[src/rtl/serial_adder.sv]
// Bit-serial adder: operands are added LSB-first, one bit per clock, through a
// full-adder cell built from two half adders and a carry flip-flop.
// valid/ready handshakes on both the operand and the result side.

// Single-bit half adder used twice per full-adder cell.
module half_adder (
    input  logic x,
    input  logic y,
    output logic s,
    output logic c
);

    // Sum and carry of two bits.
    assign s = x ^ y;
    assign c = x & y;

endmodule

module serial_adder #(
    parameter int unsigned WIDTH = 8
) (
    input  logic             clk,
    input  logic             rst_n,
    input  logic             in_valid,
    output logic             in_ready,
    input  logic [WIDTH-1:0] a,
    input  logic [WIDTH-1:0] b,
    input  logic             c_in,
    output logic             out_valid,
    input  logic             out_ready,
    output logic [WIDTH-1:0] sum,
    output logic             c_out,
    output logic             busy
);

    localparam int unsigned CntW = (WIDTH > 1) ? $clog2(WIDTH) : 1;
    localparam logic [CntW-1:0] CntLast = CntW'(WIDTH - 1);

    typedef enum logic [1:0] {
        StIdle,
        StShift,
        StDone
    } state_e;

    state_e            state_q, state_d;
    logic [WIDTH-1:0]  a_q, a_d;
    logic [WIDTH-1:0]  b_q, b_d;
    logic [WIDTH-1:0]  acc_q, acc_d;
    logic [WIDTH-1:0]  sum_q, sum_d;
    logic [CntW-1:0]   cnt_q, cnt_d;
    logic              carry_q, carry_d;
    logic              c_out_q, c_out_d;
    logic              out_valid_q, out_valid_d;

    // Full-adder cell on the current operand LSBs and the stored carry.
    logic ha0_s, ha0_c, ha1_c;
    logic bit_s, bit_c;

    half_adder u_ha0 (
        .x (a_q[0]),
        .y (b_q[0]),
        .s (ha0_s),
        .c (ha0_c)
    );

    half_adder u_ha1 (
        .x (ha0_s),
        .y (carry_q),
        .s (bit_s),
        .c (ha1_c)
    );

    assign bit_c = ha0_c | ha1_c;

    // Next-state logic: operand load, per-bit shift and result handshake.
    always_comb begin
        state_d     = state_q;
        a_d         = a_q;
        b_d         = b_q;
        acc_d       = acc_q;
        sum_d       = sum_q;
        cnt_d       = cnt_q;
        carry_d     = carry_q;
        c_out_d     = c_out_q;
        out_valid_d = out_valid_q;

        case (state_q)
            StIdle: begin
                if (in_valid) begin
                    a_d     = a;
                    b_d     = b;
                    carry_d = c_in;
                    cnt_d   = '0;
                    state_d = StShift;
                end
            end
            StShift: begin
                a_d     = a_q >> 1;
                b_d     = b_q >> 1;
                carry_d = bit_c;
                acc_d   = {bit_s, acc_q[WIDTH-1:1]};
                cnt_d   = cnt_q + CntW'(1);
                if (cnt_q == CntLast) begin
                    // Result is published in one go so sum stays stable while shifting.
                    sum_d       = {bit_s, acc_q[WIDTH-1:1]};
                    c_out_d     = bit_c;
                    out_valid_d = 1'b1;
                    cnt_d       = '0;
                    state_d     = StDone;
                end
            end
            StDone: begin
                if (out_ready) begin
                    out_valid_d = 1'b0;
                    state_d     = StIdle;
                end
            end
            default: begin
                state_d = StIdle;
            end
        endcase
    end

    // State and datapath registers with asynchronous clear.
    always_ff @(posedge clk or negedge rst_n) begin
        if (!rst_n) begin
            state_q     <= StIdle;
            a_q         <= '0;
            b_q         <= '0;
            acc_q       <= '0;
            sum_q       <= '0;
            cnt_q       <= '0;
            carry_q     <= 1'b0;
            c_out_q     <= 1'b0;
            out_valid_q <= 1'b0;
        end else begin
            state_q     <= state_d;
            a_q         <= a_d;
            b_q         <= b_d;
            acc_q       <= acc_d;
            sum_q       <= sum_d;
            cnt_q       <= cnt_d;
            carry_q     <= carry_d;
            c_out_q     <= c_out_d;
            out_valid_q <= out_valid_d;
        end
    end

    assign in_ready  = (state_q == StIdle);
    assign busy      = (state_q != StIdle);
    assign out_valid = out_valid_q;
    assign sum       = sum_q;
    assign c_out     = c_out_q;

endmodule

[config.mk]
export PLATFORM = sky130hd
export DESIGN_NAME = serial_adder
export DESIGN_NICKNAME = d
export VERILOG_FILES = /design/src/rtl/serial_adder.sv
export SDC_FILE = /design/constraint.sdc
export NUM_CORES = 1
export LEC_CHECK = 0
export ABC_AREA = 1
export CORE_MARGIN = 2
export CORE_UTILIZATION = 45
export DETAILED_ROUTE_END_ITERATION = 10
export DONT_BUFFER_PORTS = 1
export PLACE_DENSITY = 0.58
export SLEW_MARGIN = 20
export SYNTH_ARGS = -nofsm -noshare
export SYNTH_HDL_FRONTEND = slang
export SYNTH_HIERARCHICAL = 1
export SYNTH_SLANG_ARGS = --single-unit
[constraint.sdc]
create_clock -name clk -period 1.8 [get_ports clk]
set_input_delay 0.27 -clock clk [delete_from_list [all_inputs] [get_ports clk]]
set_output_delay 0.27 -clock clk [all_outputs]
set_load 0.005 [all_outputs]
# Yosys cells after proc, flatten, opt, wreduce, memory -nomap -nowiden
# Index checks and enable logic that the tools add are counted.
[word_totals]
regBits = 40
input_bits = 21
out_inout_bits = 12
wordCells = 45
[op_classes]
add_sub_neg = 1
eq_ne = 6
mux = 16
n_bitwise = 5
n_reduce_logical = 8
[ops]
columns = ["cell", "n"]
rows = [
  ["8-bit one-hot mux with 2 select lines", 2],
  ["8-bit two-way mux", 2],
  ["2-bit two-way mux", 3],
  ["3-bit two-way mux", 2],
  ["2-bit inequality test (second input constant)", 3],
  ["2-bit one-hot mux with 3 select lines", 1],
  ["3-bit one-hot mux with 2 select lines", 1],
  ["3-bit AND reduction", 2],
  ["2-bit nonzero test", 3],
  ["1-bit one-hot mux with 2 select lines", 2],
  ["2-bit AND reduction", 2],
  ["3-bit by 1-bit adder with 3-bit output (second input constant)", 1],
  ["3-bit equality test (second input constant)", 1],
  ["1-bit two-way mux", 3],
  ["1-bit bitwise AND", 2],
  ["2-bit by 1-bit equality test with 1-bit output (second input constant)", 1],
  ["2-bit equality test (second input constant)", 1],
  ["2-bit zero test", 1],
  ["1-bit bitwise XOR", 2],
  ["1-bit bitwise OR", 1],
]

# Logic depth before layout (Yosys ltp)
# Gate-level depths: netlist of run 1.
[logic_depth]
ltp_word = 4
depth_mapped = 7
mapped_depth_nobuf = 6

# Modules after synthesis
# The synthesis of run 1 kept the hierarchy.
[modules_own_cells]
columns = ["mod", "n_inst", "cells_per_inst", "area_per_inst_um2"]
rows = [
  ["serial_adder", 1, 226, 1940.6],
  ["half_adder", 2, 1, 12.5],
]

# Worst setup path after synthesis of run 1
# No wires, ideal clock.
[synth_path]
kind = "register to register"
startpoint = "register b_q[0]"
endpoint = "register carry_q"
arrival_ns = 1.132
setup_slack_ns = 0.551
stages_incl_launch_ff = 7
n_path_buf = 0
synth_period_minus_slack_ns = 1.249
path_cell_list = "dfrtp_1 > ha_1 > ha_1 > nor2_1 > nand2_1 > nand3_1 > nand2_1"
[synth_between]
elab_chain_len = 4
word_cells_on_any_way = 5
classes_between = "mux: 1; bitwise: 4"
[synth_lines]
columns = ["element", "line", "rtl"]
rows = [
  ["from (decl)", "47", "logic [WIDTH-1:0] b_q, b_d;"],
  ["from (signal assigned)", "129", "b_q <= '0;"],
  ["from (signal assigned)", "139", "b_q <= b_d;"],
  ["1-bit bitwise XOR", "14", "assign s = x ^ y;"],
  ["via ha0_s", "56", "logic ha0_s, ha0_c, ha1_c;"],
  ["1-bit bitwise AND", "15", "assign c = x & y;"],
  ["via ha1_c", "56", ""],
  ["1-bit bitwise OR", "73", "assign bit_c = ha0_c | ha1_c;"],
  ["1-bit one-hot mux with 2 select lines", "87", "case (state_q)"],
  ["to (signal assigned)", "143", "carry_q <= carry_d;"],
  ["to (decl)", "51", "logic carry_q, carry_d;"],
]
# The timed path passes the listed nets, and every way through them passes these cells.
# A chain may end at the register's enable or synchronous reset.

# Worst setup path in the final report of run 1
[layout_path]
startpoint = "register state_q[0]"
endpoint = "output busy"
[layout_between]
elab_chain_len = 1
[layout_lines]
columns = ["element", "line", "rtl"]
rows = [
  ["from (decl)", "45", "state_e state_q, state_d;"],
  ["from (signal assigned)", "127", "state_q <= StIdle;"],
  ["from (signal assigned)", "137", "state_q <= state_d;"],
  ["2-bit nonzero test", "150", "assign busy = (state_q != StIdle);"],
  ["to (decl)", "33", "output logic busy"],
]
# Every way passes these cells.

==> results.json, run 1 <==
{
  "status": "complete, no violations",
  "drv_cap": 0,
  "seq_power_share": 0.434,
  "drt_iter0_markers": 81,
  "p_per_area_nw_per_um2": 1700,
  "antennaDiodeCount": 0,
  "post_cts_buffers": 0,
  "grt_pass1_wl_um": 6490,
  "p_total_mw": 3.57,
  "combPwrFrac": 0.403,
  "path_delay_family": "flip-flops",
  "tightest_slew_ns": 0.476,
  "max_slew_margin": 0.681,
  "core_um2": 4290,
  "worstSetupPathDepth": 3,
  "cp-endpoint": "busy",
  "worst_path_max_delay_cell": "dfrtp_1",
  "final_common_cell": "nand2_1",
  "crit_required_ns": 1.53,
  "io_buffers": 0,
  "yosysWarnings": 6,
  "internal-power_mw": 2.10,
  "slowest_delay_ns": 0.54,
  "vias_per_cell": 4.79,
  "drv_slew": 0,
  "timing.critical_path.buf_inv": 2,
  "cts-root-buf": "clkbuf_8",
  "synth-seq-cells": 39,
  "regToRegSetupSlack_ns": 0.33,
  "layout-drive-gt1-share": 0.165,
  "fin_util": 0.487,
  "syn_area_um2": 1970,
  "hold_class": "primary input to register",
  "crit_arrival_ns": 1.37,
  "postRouteAntennaNets": 0,
  "pin_count": 33,
  "vias": 1355,
  "worst_setup_path_end_kind": "output pin",
  "r2r_start": "state_q[0]$_DFFE_PN0P_",
  "cts_htree_levels": 2,
  "fp.dieW_um": 70.1,
  "swShare": 0.411,
  "critical_path.startpoint": "state_q[0]$_DFFE_PN0P_",
  "floorplan.rows": 24,
  "finalClockSkew_ns": 0.00496,
  "dp_cells": 273,
  "syn2layout_area_growth_pct": 6.49,
  "ir_drop_uv": 723,
  "fin_crit_ns": 1.64,
  "clk_latency_ns": 0.29,
  "wl_per_cell_um": 12.1,
  "antenna_found_initial": 0,
  "gr-total-overflow": 0,
  "hold_viol_final": 0,
  "criticalPathCategory": "register to output pin",
  "final_cell_mix": "nand2_1 (73), dfrtp_1 (39), inv_1 (38)",
  "start_util": 0.458,
  "cp_max_fo": 12,
  "path_cells": "buf_4 > nor2_2 > inv_1",
  "die_h_um": 70.1,
  "p_leak_nw": 1.13,
  "grt_max_degree": 40,
  "syn_nets": 254,
  "remaining_drc_errors": 0,
  "reg2regPathDepth": 4,
  "cts_tree": "done",
  "max_freq_mhz": 608,
  "grt_pass1_vias": 1378,
  "stdcell_count": 283,
  "startpoint_type": "register",
  "first_pass_iters": 4,
  "ys_seq_area_frac": 0.496,
  "nNetsFinal": 256,
  "p_sw_mw": 1.47,
  "ys_types": 21,
  "finalCritPeriodShare": 0.913,
  "syn_inst": 228,
  "place_congestion": 0.715,
  "power.share.clock": 0.163,
  "setup_tns_ns": 0,
  "setup_violations": 0,
  "grt_use_total": 0.167,
  "cts.clk_slew.worst_paths_ns": 0.07,
  "hold_ws_ns": 0.0768,
  "dieArea_um2": 4910,
  "syn_area_per_cell_um2": 8.62,
  "wirelength_um": 3420,
  "r2r-end": "a_q[6]$_DFFE_PN0P_",
  "cts_buffer_depth": 2,
  "cts_made_buffers": 5,
  "rsz0062_at_grt": "no",
  "cts_num_sinks": 39,
  "hpwl_um": 2320
}
-- logic make-up after synthesis --
logic type	share of synthesized area
AOI/OAI and AO/OA	0.0751
adders and majority gates	0.0318
buffers and inverters	0.115
DFF	0.497
and+or+nand+nor	0.281
-- how the worst min path moves through the flow --
| stage | startpoint | endpoint | slack [ns] | cells past startpoint |
|---|---|---|---|---|
| floorplan | rst_n | a_q[0]$_DFFE_PN0P_ | -0.03 | 0 |
| global placement | rst_n | sum[3]$_DFFE_PN0P_ | -0.02 | 0 |
| detailed placement | rst_n | sum[3]$_DFFE_PN0P_ | -0.02 | 0 |
| CTS | out_ready | state_q[1]$_DFFE_PN0P_ | 0.07 | 1 |
| global route | out_ready | state_q[1]$_DFFE_PN0P_ | 0.07 | 1 |
| finish | out_ready | state_q[1]$_DFFE_PN0P_ | 0.08 | 1 |
-- synthesized netlist by cell type --
| cell type | number | area [um2] |
|---|---|---|
| buf_2 | 2 | 10.0 |
| buf_4 | 2 | 15.0 |
| buf_6 | 4 | 45.0 |
| clkbuf_1 | 1 | 3.75 |
| dfrtp_1 | 39 | 976 |
| ha_1 | 5 | 62.6 |
| inv_1 | 38 | 143 |
| inv_2 | 1 | 3.75 |
| inv_4 | 1 | 6.26 |
| nand2_1 | 73 | 274 |
| nand2_2 | 1 | 6.26 |
| nand2_4 | 3 | 33.8 |
| nand3_1 | 24 | 120 |
| nand3_2 | 10 | 100 |
| nor2_1 | 2 | 7.51 |
| nor2_4 | 1 | 11.3 |
| o21ai_0 | 9 | 45.0 |
| o21ai_1 | 2 | 10.0 |
| o21ai_2 | 8 | 70.1 |
| o21ai_4 | 1 | 16.3 |
| o22ai_1 | 1 | 6.26 |
-- metrics by stage --
stage	worst slack (ns)	area, um2
floorplan	0.551	1970
global placement	0.358	1970
detailed placement	0.327	1970
CTS	0.0548	2090
global route	0.0570	2090
finish	0.156	2090
-- power by group through the flow --
stage / logic [mW] / registers (mW) / clock network [mW]
final: 1.44 / 1.55 / 0.582
after CTS: 1.47 / 1.56 / 0.602
after global routing: 1.73 / 1.61 / 0.644
after detailed placement: 1.45 / 1.56 / 0
after global placement: 1.41 / 1.56 / 0
after floorplan: 1.30 / 1.48 / 0
-- registers in the layout, indices dropped and copies added (netlist names) --
| name | cells |
|---|---|
| a_q | 8 |
| acc_q | 7 |
| b_q | 8 |
| c_out | 1 |
| carry_q | 1 |
| cnt_q | 3 |
| out_valid | 1 |
| state_q | 2 |
| sum | 8 |
-- per-layer routing --
metal,track usage,vias up,wire (um)
met5,0,-,0
met4,0.0577,0,55
met3,0.0620,8,164
met2,0.244,24,1490
met1,0.227,612,1710
li1,-,711,-
-- worst reg2reg max path, cell delays in order, from the launching register on --
cell	delay (ns)
dfrtp_1	0.54
buf_4	0.25
o21ai_4	0.42
nand2_1	0.11
nand2_1	0.09
-- final cells by class --
| type | count | area, um2 |
|---|---|---|
| inverter | 40 | 153 |
| sequential | 39 | 976 |
| tap | 52 | 65.1 |
| fill | 436 | 2200 |
| clock buffer | 5 | 68.8 |
| clock inverter | 3 | 20.0 |
| multi-input combinational | 140 | 766 |
| timing repair buffer | 4 | 45.0 |
-- what timing repair did --
item	CTS	global route
hold buffers	2	0
endpoints found under the hold margin	39	0
resized for setup	0	1
endpoints found under the setup margin	0	1
Note: power is estimated with default switching activity, not from simulation.
==> inputs of run 2 (changes only) <==
--- a/config.mk
+++ b/config.mk
@@ -11,7 +11,7 @@
 export DETAILED_ROUTE_END_ITERATION = 10
 export DONT_BUFFER_PORTS = 1
 export PLACE_DENSITY = 0.58
-export SLEW_MARGIN = 20
+export SLEW_MARGIN = 10
 export SYNTH_ARGS = -nofsm -noshare
 export SYNTH_HDL_FRONTEND = slang
 export SYNTH_HIERARCHICAL = 1
==> results of run 2 <==
No change in the layout: final DEF, timing and power equal those of run 1.
==> inputs of run 3 (changes only) <==
--- a/config.mk
+++ b/config.mk
@@ -6,12 +6,14 @@
 export NUM_CORES = 1
 export LEC_CHECK = 0
 export ABC_AREA = 1
+export CELL_PAD_IN_SITES_DETAIL_PLACEMENT = 2
+export CELL_PAD_IN_SITES_GLOBAL_PLACEMENT = 2
 export CORE_MARGIN = 2
-export CORE_UTILIZATION = 45
+export CORE_UTILIZATION = 37
 export DETAILED_ROUTE_END_ITERATION = 10
 export DONT_BUFFER_PORTS = 1
-export PLACE_DENSITY = 0.58
-export SLEW_MARGIN = 10
+export PLACE_DENSITY = 0.75
+export SLEW_MARGIN = 20
 export SYNTH_ARGS = -nofsm -noshare
 export SYNTH_HDL_FRONTEND = slang
 export SYNTH_HIERARCHICAL = 1
==> run 3 against run 2 <==
  * Maximum frequency rose by 12%
  * Total power rose by 3.6%
  * Via count rose by 7.9%
  * Die area rose by 20%
  * Critical path depth fell by 1
  * Worst setup slack improved by 0.17 ns
  * First-iteration DRC count fell by 56%
  * Sequential power barely moved
  * Sequential share of layout area fell by 0.44 points
  * Critical endpoint unchanged
  * Highest routed layer unchanged
==> results.json, run 3 (synthesis results as in run 1) <==
{
  "nFillCells": 595,
  "io_buffers": 0,
  "max_slew_margin": 0.639,
  "drv_cap": 0,
  "vias": 1462,
  "post_cts_buffers": 0,
  "fin_crit_ns": 1.47,
  "criticalPathCategory": "register to output pin",
  "drv_slew": 0,
  "finalClockSkew_ns": 0.00775,
  "dieArea_um2": 5910,
  "internal-power_mw": 2.11,
  "tightest_slew_ns": 0.540,
  "remaining_drc_errors": 0,
  "cts_htree_levels": 2,
  "setup_violations": 0,
  "hold_buffers": 2,
  "multi_input_area_um2": 763,
  "seq_power_share": 0.421,
  "rsz0062_at_grt": "no",
  "antennaDiodeCount": 0,
  "min_from": "out_ready",
  "cts-root-buf": "clkbuf_8",
  "final_common_cell": "nand2_1",
  "status": "complete, no violations",
  "fp.dieW_um": 76.9,
  "grt_pass1_vias": 1645,
  "hold_viol_final": 0,
  "cts.clk_slew.worst_paths_ns": 0.08,
  "drt_iter0_markers": 36,
  "p_sw_mw": 1.59,
  "first_pass_iters": 3,
  "crit_required_ns": 1.53,
  "combPwrFrac": 0.416,
  "p_per_area_nw_per_um2": 1750,
  "cts_tree": "done",
  "power.share.clock": 0.162,
  "vias_per_cell": 4.86,
  "crit_arrival_ns": 1.20,
  "hpwl_um": 3340,
  "die_h_um": 76.9,
  "startpoint_type": "register",
  "nNetsFinal": 256,
  "postRouteAntennaNets": 0,
  "swShare": 0.429,
  "cts_buffer_depth": 2,
  "p_leak_nw": 1.13,
  "setup_tns_ns": 0,
  "max_freq_mhz": 678,
  "grt_use_total": 0.174,
  "floorplan.rows": 26,
  "gr-total-overflow": 0,
  "finalCritPeriodShare": 0.819,
  "pin_count": 33,
  "regArea_um2": 976,
  "final_cell_mix": "nand2_1 (73), dfrtp_1 (39), inv_1 (38)",
  "syn2layout_area_growth_pct": 7.51,
  "place_congestion": 0.745,
  "fin_util": 0.414,
  "clk_latency_ns": 0.30,
  "critical_path.startpoint": "state_q[0]$_DFFE_PN0P_",
  "cts_made_buffers": 5,
  "layout-drive-gt1-share": 0.160,
  "hold_ws_ns": 0.0698,
  "wl_per_cell_um": 15.4,
  "core_um2": 5110,
  "r2r_start": "state_q[1]$_DFFE_PN0P_",
  "grt_max_degree": 40,
  "cts_num_sinks": 39,
  "worst_setup_path_end_kind": "output pin",
  "cp_max_fo": 7,
  "antenna_found_initial": 0,
  "post_cts_resize_count": 0,
  "grt_pass1_wl_um": 8040,
  "hold_class": "primary input to register",
  "ir_drop_uv": 581,
  "start_util": 0.385,
  "wirelength_um": 4650
}
## run 3: cell counts in the layout (fill, tap and decap cells not counted)
Identical to the previous run, type by type.
## run 3: final cells by class
type,count,area share
repair buffers,4,0.0213
clock buffers,5,0.0326
clock inverters,3,0.00947
flip-flops and latches,39,0.462
inverters,40,0.0722
well taps,70,0.0414
multi-input cells,140,0.361
## run 3: worst max-delay path: stages (launching register included)
cell and delay, ns:
dfrtp_1 0.51, nor2_1 0.30, inv_1 0.10
## run 3: layer usage
metal  wire length [um]  up-vias  share of wire  GRT usage
met3                160        8          0.034     0.0447
met4                 71        0          0.015     0.0600
met2               2300       24           0.50      0.287
li1                   -      703              -          -
met1               2110      727           0.45      0.220
met5                  0        -              0          0
## run 3: power groups by stage
stage,clock [mW],sequential (mW),combinational (mW)
floorplan,0,1.48,1.30
global placement,0,1.55,1.43
detailed placement,0,1.58,1.55
CTS,0.630,1.57,1.59
global route,0.666,1.62,1.79
finish,0.600,1.56,1.54
## run 3: stage by stage
stage / power (mW) / instances / setup slack (ns) / area (um2)
after floorplan: 2.78 / 228 / 0.551 / 1970
after global placement: 2.98 / 291 / 0.457 / 1990
after detailed placement: 3.13 / 291 / 0.336 / 1990
after CTS: 3.78 / 301 / 0.302 / 2110
after global routing: 4.07 / 301 / 0.223 / 2110
final: 3.69 / 301 / 0.326 / 2110
## run 3: path summary, 6_finish.rpt
kind	endpoint	slack [ns]	cells after the start
max	busy	0.33	2
min	state_q[1]$_DFFE_PN0P_	0.07	1
max reg2reg	a_q[2]$_DFFE_PN0P_	0.34	6
min reg2reg	cnt_q[1]$_DFFE_PN0P_	0.49	2
max in group asynchronous	b_q[4]$_DFFE_PN0P_	1.17	2
min in group asynchronous	acc_q[7]$_DFFE_PN0P_	0.42	2
